$ cat src/rtl/input_conditioner_if.sv
// Signal bundle between a raw asynchronous input source and its conditioner.
// The master drives the raw input; the slave returns the cleaned level and strobes.
interface input_conditioner_if;
  logic       async_i;
  logic       level_o;
  logic       rise_o;
  logic       fall_o;
  logic [7:0] glitch_cnt_o;

  modport master (
    output async_i,
    input  level_o,
    input  rise_o,
    input  fall_o,
    input  glitch_cnt_o
  );

  modport slave (
    input  async_i,
    output level_o,
    output rise_o,
    output fall_o,
    output glitch_cnt_o
  );
endinterface

$ cat src/rtl/input_conditioner.sv
// Turns a raw asynchronous, possibly bouncing input into a debounced clk-synchronous
// level with single-cycle rise/fall strobes and a saturating count of rejected glitches.
module input_conditioner #(
  parameter int SYNC_STAGES     = 2,
  parameter int DEBOUNCE_CYCLES = 4
) (
  input  logic               clk,
  input  logic               reset,
  input_conditioner_if.slave bus
);

  // state     | meaning
  // STABLE_LO | output low, synchronized input agrees
  // CHK_HI    | output low, input high, counting qualifying samples
  // STABLE_HI | output high, synchronized input agrees
  // CHK_LO    | output high, input low, counting qualifying samples
  typedef enum logic [1:0] {
    STABLE_LO = 2'd0,
    CHK_HI    = 2'd1,
    STABLE_HI = 2'd2,
    CHK_LO    = 2'd3
  } state_t;

  localparam int            CW       = $clog2(DEBOUNCE_CYCLES + 1);
  localparam logic [CW-1:0] CNT_ONE  = CW'(1);
  localparam logic [CW-1:0] CNT_LAST = CW'(DEBOUNCE_CYCLES - 1);

  logic [SYNC_STAGES-1:0] sync_ff;
  logic                   sync_q;

  state_t        state_q, state_d;
  logic [CW-1:0] cnt_q, cnt_d;
  logic          glitch_inc;
  logic          level_d;
  logic          level_q;
  logic          rise_q;
  logic          fall_q;
  logic [7:0]    glitch_q;

  // Plain shift chain: nothing may sit between the metastability-settling stages.
  always_ff @(posedge clk or negedge reset) begin
    if (!reset) begin
      sync_ff <= '0;
    end else begin
      sync_ff <= {sync_ff[SYNC_STAGES-2:0], bus.async_i};
    end
  end

  assign sync_q = sync_ff[SYNC_STAGES-1];

  always_ff @(posedge clk or negedge reset) begin
    if (!reset) begin
      state_q <= STABLE_LO;
      cnt_q   <= '0;
    end else begin
      state_q <= state_d;
      cnt_q   <= cnt_d;
    end
  end

  always_comb begin
    state_d    = state_q;
    cnt_d      = cnt_q;
    glitch_inc = 1'b0;
    case (state_q)
      STABLE_LO: begin
        if (sync_q) begin
          if (DEBOUNCE_CYCLES == 1) begin
            state_d = STABLE_HI;
          end else begin
            state_d = CHK_HI;
            cnt_d   = CNT_ONE;
          end
        end
      end
      CHK_HI: begin
        if (!sync_q) begin
          state_d    = STABLE_LO;
          cnt_d      = '0;
          glitch_inc = 1'b1;
        end else if (cnt_q == CNT_LAST) begin
          state_d = STABLE_HI;
          cnt_d   = '0;
        end else begin
          cnt_d = cnt_q + CNT_ONE;
        end
      end
      STABLE_HI: begin
        if (!sync_q) begin
          if (DEBOUNCE_CYCLES == 1) begin
            state_d = STABLE_LO;
          end else begin
            state_d = CHK_LO;
            cnt_d   = CNT_ONE;
          end
        end
      end
      CHK_LO: begin
        if (sync_q) begin
          state_d    = STABLE_HI;
          cnt_d      = '0;
          glitch_inc = 1'b1;
        end else if (cnt_q == CNT_LAST) begin
          state_d = STABLE_LO;
          cnt_d   = '0;
        end else begin
          cnt_d = cnt_q + CNT_ONE;
        end
      end
      default: begin
        state_d = STABLE_LO;
        cnt_d   = '0;
      end
    endcase
  end

  // Level and strobes derive from the next state so they move on the same edge as the FSM.
  assign level_d = (state_d == STABLE_HI) || (state_d == CHK_LO);

  always_ff @(posedge clk or negedge reset) begin
    if (!reset) begin
      level_q  <= 1'b0;
      rise_q   <= 1'b0;
      fall_q   <= 1'b0;
      glitch_q <= '0;
    end else begin
      level_q <= level_d;
      rise_q  <= level_d & ~level_q;
      fall_q  <= ~level_d & level_q;
      if (glitch_inc && (glitch_q != 8'hFF)) begin
        glitch_q <= glitch_q + 8'd1;
      end
    end
  end

  assign bus.level_o      = level_q;
  assign bus.rise_o       = rise_q;
  assign bus.fall_o       = fall_q;
  assign bus.glitch_cnt_o = glitch_q;

endmodule

$ cat src/flat_wrapper.sv
// flat-port wrapper written by rule: the top's interface ports become plain ports
module input_conditioner_flat 
#(
  parameter int SYNC_STAGES     = 2,
  parameter int DEBOUNCE_CYCLES = 4
)
  (clk, reset, bus_async_i, bus_level_o, bus_rise_o, bus_fall_o, bus_glitch_cnt_o);
  input_conditioner_if bus_i ();
  input  logic clk;
  input  logic reset;
  input wire logic [$bits(bus_i.async_i)-1:0] bus_async_i;
  output wire logic [$bits(bus_i.level_o)-1:0] bus_level_o;
  output wire logic [$bits(bus_i.rise_o)-1:0] bus_rise_o;
  output wire logic [$bits(bus_i.fall_o)-1:0] bus_fall_o;
  output wire logic [$bits(bus_i.glitch_cnt_o)-1:0] bus_glitch_cnt_o;
  assign bus_i.async_i = bus_async_i;
  assign bus_level_o = bus_i.level_o;
  assign bus_rise_o = bus_i.rise_o;
  assign bus_fall_o = bus_i.fall_o;
  assign bus_glitch_cnt_o = bus_i.glitch_cnt_o;
  input_conditioner #(.SYNC_STAGES(SYNC_STAGES), .DEBOUNCE_CYCLES(DEBOUNCE_CYCLES)) u_core (.clk(clk), .reset(reset), .bus(bus_i));
endmodule
$ cat config.mk
export PLATFORM = sky130hd
export DESIGN_NAME = input_conditioner_flat
export DESIGN_NICKNAME = d
export VERILOG_FILES = /design/src/rtl/input_conditioner_if.sv /design/src/rtl/input_conditioner.sv /design/src/flat_wrapper.sv
export SDC_FILE = /design/constraint.sdc
export NUM_CORES = 1
export LEC_CHECK = 0
export ABC_CLOCK_PERIOD_IN_PS = 1900
export BUFFER_PORTS_ARGS = -buffer_cell sky130_fd_sc_hd__buf_2
export CORE_MARGIN = 2
export CORE_UTILIZATION = 52
export DETAILED_ROUTE_END_ITERATION = 10
export HOLD_SLACK_MARGIN = 0.02
export PLACE_DENSITY = 0.75
export SLEW_MARGIN = 20
export SYNTH_ARGS = -nofsm -noshare
export SYNTH_HDL_FRONTEND = slang
export SYNTH_SLANG_ARGS = --single-unit
$ cat constraint.sdc
create_clock -name clk -period 1.9 [get_ports clk]
set_clock_uncertainty 0.05 [all_clocks]
set_input_delay 0.38 -clock clk [delete_from_list [all_inputs] [get_ports clk]]
set_output_delay 0.38 -clock clk [all_outputs]
set_load 0.02 [all_outputs]
==> flow_summary.json, run 1 <==
{
  "rsz0062_at_grt": "false",
  "synth.distinct_cells": 23,
  "postSynthAreaPerCell_um2": 11.6,
  "reg2reg_depth": 4,
  "end_kind": "flop",
  "overflow": 0,
  "arrival_ns": 1.78,
  "track_usage_pct": 15.9,
  "cts_tree": "yes",
  "finalCritPeriodShare_pct": 86.7,
  "outcome": "finished clean",
  "path_class": "flop to flop",
  "vias": 527,
  "hold_path_startpoint": "bus_async_i",
  "final_core_util_pct": 66.5,
  "h-tree-depth": 1,
  "dieWidth_um": 42.6,
  "grt_pass1_wl_um": 2070,
  "critPathLaunchType": "flop",
  "crit_slowest_cell": "dfrtp_1",
  "syn-num-nets": 72,
  "relSlewSlack_pct": 74.1,
  "start_util_pct": 57.5,
  "tns_ns": 0,
  "clock-sinks": 18,
  "nFillCells": 118,
  "ant_nets": 0,
  "yosys_warnings": 0,
  "nNetsFinal": 90,
  "area_delta_synth_final_pct": 15.8,
  "dp_hpwl_um": 877,
  "finalMaxSlewViolations": 0,
  "drtIter0Drc": 4,
  "rows": 13,
  "path_clk_slew_ns": 0.09,
  "die_h_um": 42.6,
  "antenna_found_initial": 0,
  "routed_wirelength_um": 1160,
  "tightest_slew_ns": 0.388,
  "fin_total_pwr_mw": 1.40,
  "cts_buffers": 3,
  "routabilityCongestion": 0.756,
  "crit_family": "flip-flops",
  "irDropWorstVdd_uv": 911,
  "r2r_slack_ns": 0.25,
  "reg2reg_from": "u_core.bus.glitch_cnt_o[0]$_DFFE_PN0P_",
  "synth_seq_cells": 18,
  "finalHoldViolCount": 0,
  "min_path_cells": 1,
  "num_io_pins": 14,
  "drive_gt1_share_pct": 26.2,
  "p_per_area_mw_per_mm2": 1550,
  "clock_latency_ns": 0.29,
  "drcViolationCount": 0,
  "drv_cap": 0,
  "worstReg2RegEnd": "u_core.bus.glitch_cnt_o[1]$_DFFE_PN0P_",
  "syn_area_um2": 776,
  "cp_cell_sequence": "ha_1 > nand3_1 > o311ai_2 > mux2_2",
  "first_global_vias": 513,
  "fmax_mhz": 607,
  "postPlaceCellArea_um2": 852,
  "critPathMaxStageDelay_ns": 0.42,
  "io_buffers": 13,
  "worst-path-buf-inv": 0,
  "hp-class": "input port to flop",
  "holdWs_ns": 0.141,
  "detail_route.wl_per_cell_um": 11.7,
  "grt_max_degree": 19,
  "synth_seq_area_share_pct": 58.1,
  "critPathLaunch": "u_core.bus.glitch_cnt_o[0]$_DFFE_PN0P_",
  "firstDrtPassIters": 3,
  "leakagePower_nw": 0.456,
  "stdcell_area_um2": 898,
  "fp.dieArea_mm2": 0.00182,
  "syn_inst": 67,
  "crit_path_max_fanout": 4,
  "core_mm2": 0.00135,
  "num_antenna_cells": 0,
  "cp.required_ns": 2.04,
  "routed_via_density": 5.32,
  "hold_end": "u_core.sync_ff[0]$_DFF_PN0_",
  "fin_crit_ns": 1.65,
  "clockBufferDepth": 2,
  "cts_root_buf": "clkbuf_4",
  "setup_viol": 0,
  "post_cts_buffers": 0
}
[metrics by stage]
step / setup WS [ns] / std cells
4_1_cts: 0.238 / 99
5_1_grt: 0.139 / 99
3_3_place_gp: 0.327 / 94
3_5_place_dp: 0.262 / 94
6_report: 0.253 / 99
2_1_floorplan: 0.231 / 67
[how the worst max path moves through the flow]
stage / to / slack (ns) / cells past startpoint
6_report: u_core.bus.glitch_cnt_o[1]$_DFFE_PN0P_ / 0.25 / 4
5_1_grt: u_core.bus.glitch_cnt_o[1]$_DFFE_PN0P_ / 0.14 / 4
4_1_cts: u_core.bus.glitch_cnt_o[1]$_DFFE_PN0P_ / 0.24 / 4
3_5_place_dp: u_core.bus.glitch_cnt_o[1]$_DFFE_PN0P_ / 0.26 / 4
3_3_place_gp: u_core.bus.glitch_cnt_o[1]$_DFFE_PN0P_ / 0.33 / 4
2_1_floorplan: u_core.bus.glitch_cnt_o[1]$_DFFE_PN0P_ / 0.23 / 4
[layout make-up]
| class | count | area [um^2] | area share (%) |
|---|---|---|---|
| clock buffer | 4 | 36.3 | 4.04 |
| inverter | 4 | 15.0 | 1.67 |
| multi-input combinational | 44 | 303 | 33.7 |
| sequential | 18 | 450 | 50.1 |
| tap | 15 | 18.8 | 2.09 |
| timing repair buffer | 14 | 75.1 | 8.36 |
[flip-flops by register name (all words and copies together), names as in the netlist]
register,flops
u_core.bus.fall_o,1
u_core.bus.level_o,1
u_core.bus.glitch_cnt_o,8
u_core.sync_ff,2
u_core.bus.rise_o,1
u_core.cnt_q,3
u_core.state_q,2
[kinds of logic (layout without fill, tap and decap cells)]
family                     Yosys count  count (layout)  share of synthesized area [%]
DFF                                 18              18                           58.1
adders and majority gates            2               2                           3.23
xor gates and xnor gates             7               7                           7.90
and+or+nand+nor                     24              24                           15.8
muxes                                4               4                           5.48
AOI/OAI and AO/OA                    7               7                           6.61
buffers and inverters                5              22                           2.90
[per-layer routing]
layer  wire (um)  global-route usage (%)
met1         569                    19.1
met2         509                    23.6
met3          54                    6.47
met4          25                    9.38
met5           0                       0
[worst register-to-register path, delay by kind of cell, from the launching register on]
family          cells  cell delay [ns]
flops               1             0.42
mux                 1             0.38
compound gates      1             0.36
fa+ha+maj           1             0.20
simple gates        1             0.13
[synth_stat cells, drive strengths merged]
cell type,count,area [um^2]
or4,1,11.3
nor3,1,5.00
mux2i,2,20.0
xor2,3,26.3
xnor2,4,35.0
nand2,7,26.3
nor2,5,21.3
and4,1,8.76
nand2b,1,6.26
o311ai,1,16.3
nand3,5,25.0
o21a,2,15.0
buf,1,7.51
o21ai,2,10.0
nand4,1,6.26
nor2b,1,6.26
a21oi,2,10.0
mux2,2,22.5
dfrtp,18,450
and2,1,6.26
inv,4,15.0
ha,2,25.0
[layout by cell type, fill, tap and decap left out, types with 2 or more instances in the layout]
cell type / synthesis / layout
xor2_1: 3 / 3
buf_2: 0 / 13
a21oi_1: 2 / 2
o21a_1: 2 / 2
ha_1: 2 / 2
clkbuf_4: 0 / 3
nand2_1: 7 / 7
inv_1: 4 / 4
mux2i_1: 2 / 2
o21ai_0: 2 / 2
dfrtp_1: 18 / 18
nand3_1: 5 / 5
nor2_1: 4 / 4
xnor2_1: 4 / 4
mux2_2: 2 / 2
[power breakdown]
part	internal (mW)	switching, mW	leakage [nW]
clock	0.117	0.109	0.0210
sequential	0.514	0.132	0.227
combinational	0.215	0.310	0.208
[what timing repair did]
action / in CTS / in global routing
hold buffers: 1 / 0
resized for setup: 0 / 0
hold endpoints to repair: 18 / 0
endpoints found under the setup margin: 0 / 0
Note: power is estimated with default switching activity, not from simulation.
==> inputs of run 2 (changes only) <==
--- a/config.mk
+++ b/config.mk
@@ -12,6 +12,7 @@
 export DETAILED_ROUTE_END_ITERATION = 10
 export HOLD_SLACK_MARGIN = 0.02
 export PLACE_DENSITY = 0.75
+export RECOVER_POWER = 100
 export SLEW_MARGIN = 20
 export SYNTH_ARGS = -nofsm -noshare
 export SYNTH_HDL_FRONTEND = slang
==> flow_summary.json, run 2 (synthesis results as in run 1) <==
{
  "largest_register_ffs": 8,
  "stdcell_count": 99,
  "fmax_mhz": 610,
  "rows": 13,
  "clock_latency_ns": 0.29,
  "finalMaxSlewViolations": 0,
  "irDropWorstVdd_uv": 882,
  "routabilityCongestion": 0.756,
  "drive_gt1_share_pct": 9.52,
  "hp-class": "input port to flop",
  "critical_path_depth": 4,
  "path_clk_slew_ns": 0.10,
  "start_util_pct": 57.5,
  "first_global_vias": 513,
  "mostFrequentLayoutCell": "dfrtp_1",
  "cts_root_buf": "clkbuf_4",
  "critPathLaunchType": "flop",
  "core_mm2": 0.00135,
  "die_h_um": 42.6,
  "cp_cell_sequence": "ha_1 > nand3_1 > o311ai_2 > mux2_2",
  "critPathMaxStageDelay_ns": 0.42,
  "dieWidth_um": 42.6,
  "outcome": "finished clean",
  "area_delta_synth_final_pct": 13.1,
  "num_io_pins": 14,
  "tns_ns": 0,
  "rsz0062_at_grt": "false",
  "ant_nets": 0,
  "setup_viol": 0,
  "overflow": 0,
  "nNetsFinal": 90,
  "arrival_ns": 1.78,
  "crit_slowest_cell": "dfrtp_1",
  "end_kind": "flop",
  "grt_max_degree": 19,
  "io_buffers": 13,
  "vias": 524,
  "routed_wirelength_um": 1160,
  "p_per_area_mw_per_mm2": 1560,
  "crit_path_max_fanout": 4,
  "cts_tree": "yes",
  "cp.required_ns": 2.04,
  "dp_hpwl_um": 877,
  "finalHoldViolCount": 0,
  "post_cts_buffers": 0,
  "h-tree-depth": 1,
  "fin_crit_ns": 1.64,
  "most-common-layout-cells": "dfrtp_1 (18), clkbuf_1 (12), nand2_1 (7)",
  "cts_buffers": 3,
  "clock-sinks": 18,
  "finalCritPeriodShare_pct": 86.3,
  "detail_route.wl_per_cell_um": 11.7,
  "routed_via_density": 5.29,
  "tightest_slew_ns": 0.925,
  "num_antenna_cells": 0,
  "firstDrtPassIters": 4,
  "grt_pass1_wl_um": 2070,
  "reg2reg_depth": 4,
  "relSlewSlack_pct": 38.4,
  "drtIter0Drc": 12,
  "antenna_found_initial": 0,
  "worst-path-buf-inv": 0,
  "leakagePower_nw": 0.412,
  "fp.dieArea_mm2": 0.00182,
  "crit_family": "flip-flops",
  "clockBufferDepth": 2,
  "min_path_cells": 1,
  "drcViolationCount": 0,
  "track_usage_pct": 15.9,
  "drv_cap": 0,
  "placed_cells": 94,
  "path_class": "flop to flop"
}
[run 2: cell type report]
type | instances | area [um^2]
clock buffers | 4 | 36.3
fillers | 128 | 473
inverters | 4 | 15.0
multi-input cells | 44 | 297
flip-flops and latches | 18 | 450
well taps | 15 | 18.8
repair buffers | 14 | 60.1
[run 2: repair_timing]
item,CTS,global route
endpoints found under the hold margin,18,0
hold buffers,1,0
resized for setup,0,0
[run 2: metal layers]
metal,wire length (um),GRT usage [%]
met1,566,19.1
met2,521,23.6
met4,15,9.38
met3,56,6.47
met5,0,0
[run 2: stage by stage]
| stage | utilization [%] | hold WS [ns] | setup WS (ns) | instance area (um^2) | power (mW) |
|---|---|---|---|---|---|
| after floorplan | - | 0.0344 | 0.231 | 776 | 1.03 |
| after global placement | 63.1 | 0.276 | 0.327 | 852 | 1.16 |
| after detailed placement | 63.1 | 0.276 | 0.262 | 852 | 1.18 |
| after CTS | 66.5 | 0.132 | 0.238 | 898 | 1.41 |
| after global routing | 65.0 | 0.110 | 0.144 | 877 | 1.49 |
| final | 65.0 | 0.143 | 0.260 | 877 | 1.37 |
[run 2: final timing paths]
kind                                                        startpoint                                endpoint  slack [ns]
max in group asynchronous                                        reset            u_core.bus.level_o$_DFF_PN0_        0.55
worst max-delay path            u_core.bus.glitch_cnt_o[0]$_DFFE_PN0P_  u_core.bus.glitch_cnt_o[1]$_DFFE_PN0P_        0.26
min in group asynchronous                                        reset             u_core.state_q[0]$_DFF_PN0_        0.69
worst min register to register             u_core.sync_ff[0]$_DFF_PN0_             u_core.sync_ff[1]$_DFF_PN0_        0.31
worst max register to register  u_core.bus.glitch_cnt_o[0]$_DFFE_PN0P_  u_core.bus.glitch_cnt_o[1]$_DFFE_PN0P_        0.26
worst min-delay path                                       bus_async_i             u_core.sync_ff[0]$_DFF_PN0_        0.14
[run 2: report_power, final]
part / switching [mW] / internal [mW] / total, mW
sequential: 0.133 / 0.514 / 0.647
combinational: 0.307 / 0.188 / 0.495
clock: 0.109 / 0.117 / 0.226
[run 2: worst register-to-register path, stage by stage, from the launching register on]
cell	delay [ns]
dfrtp_1	0.42
ha_1	0.21
nand3_1	0.12
o311ai_2	0.36
mux2_2	0.38
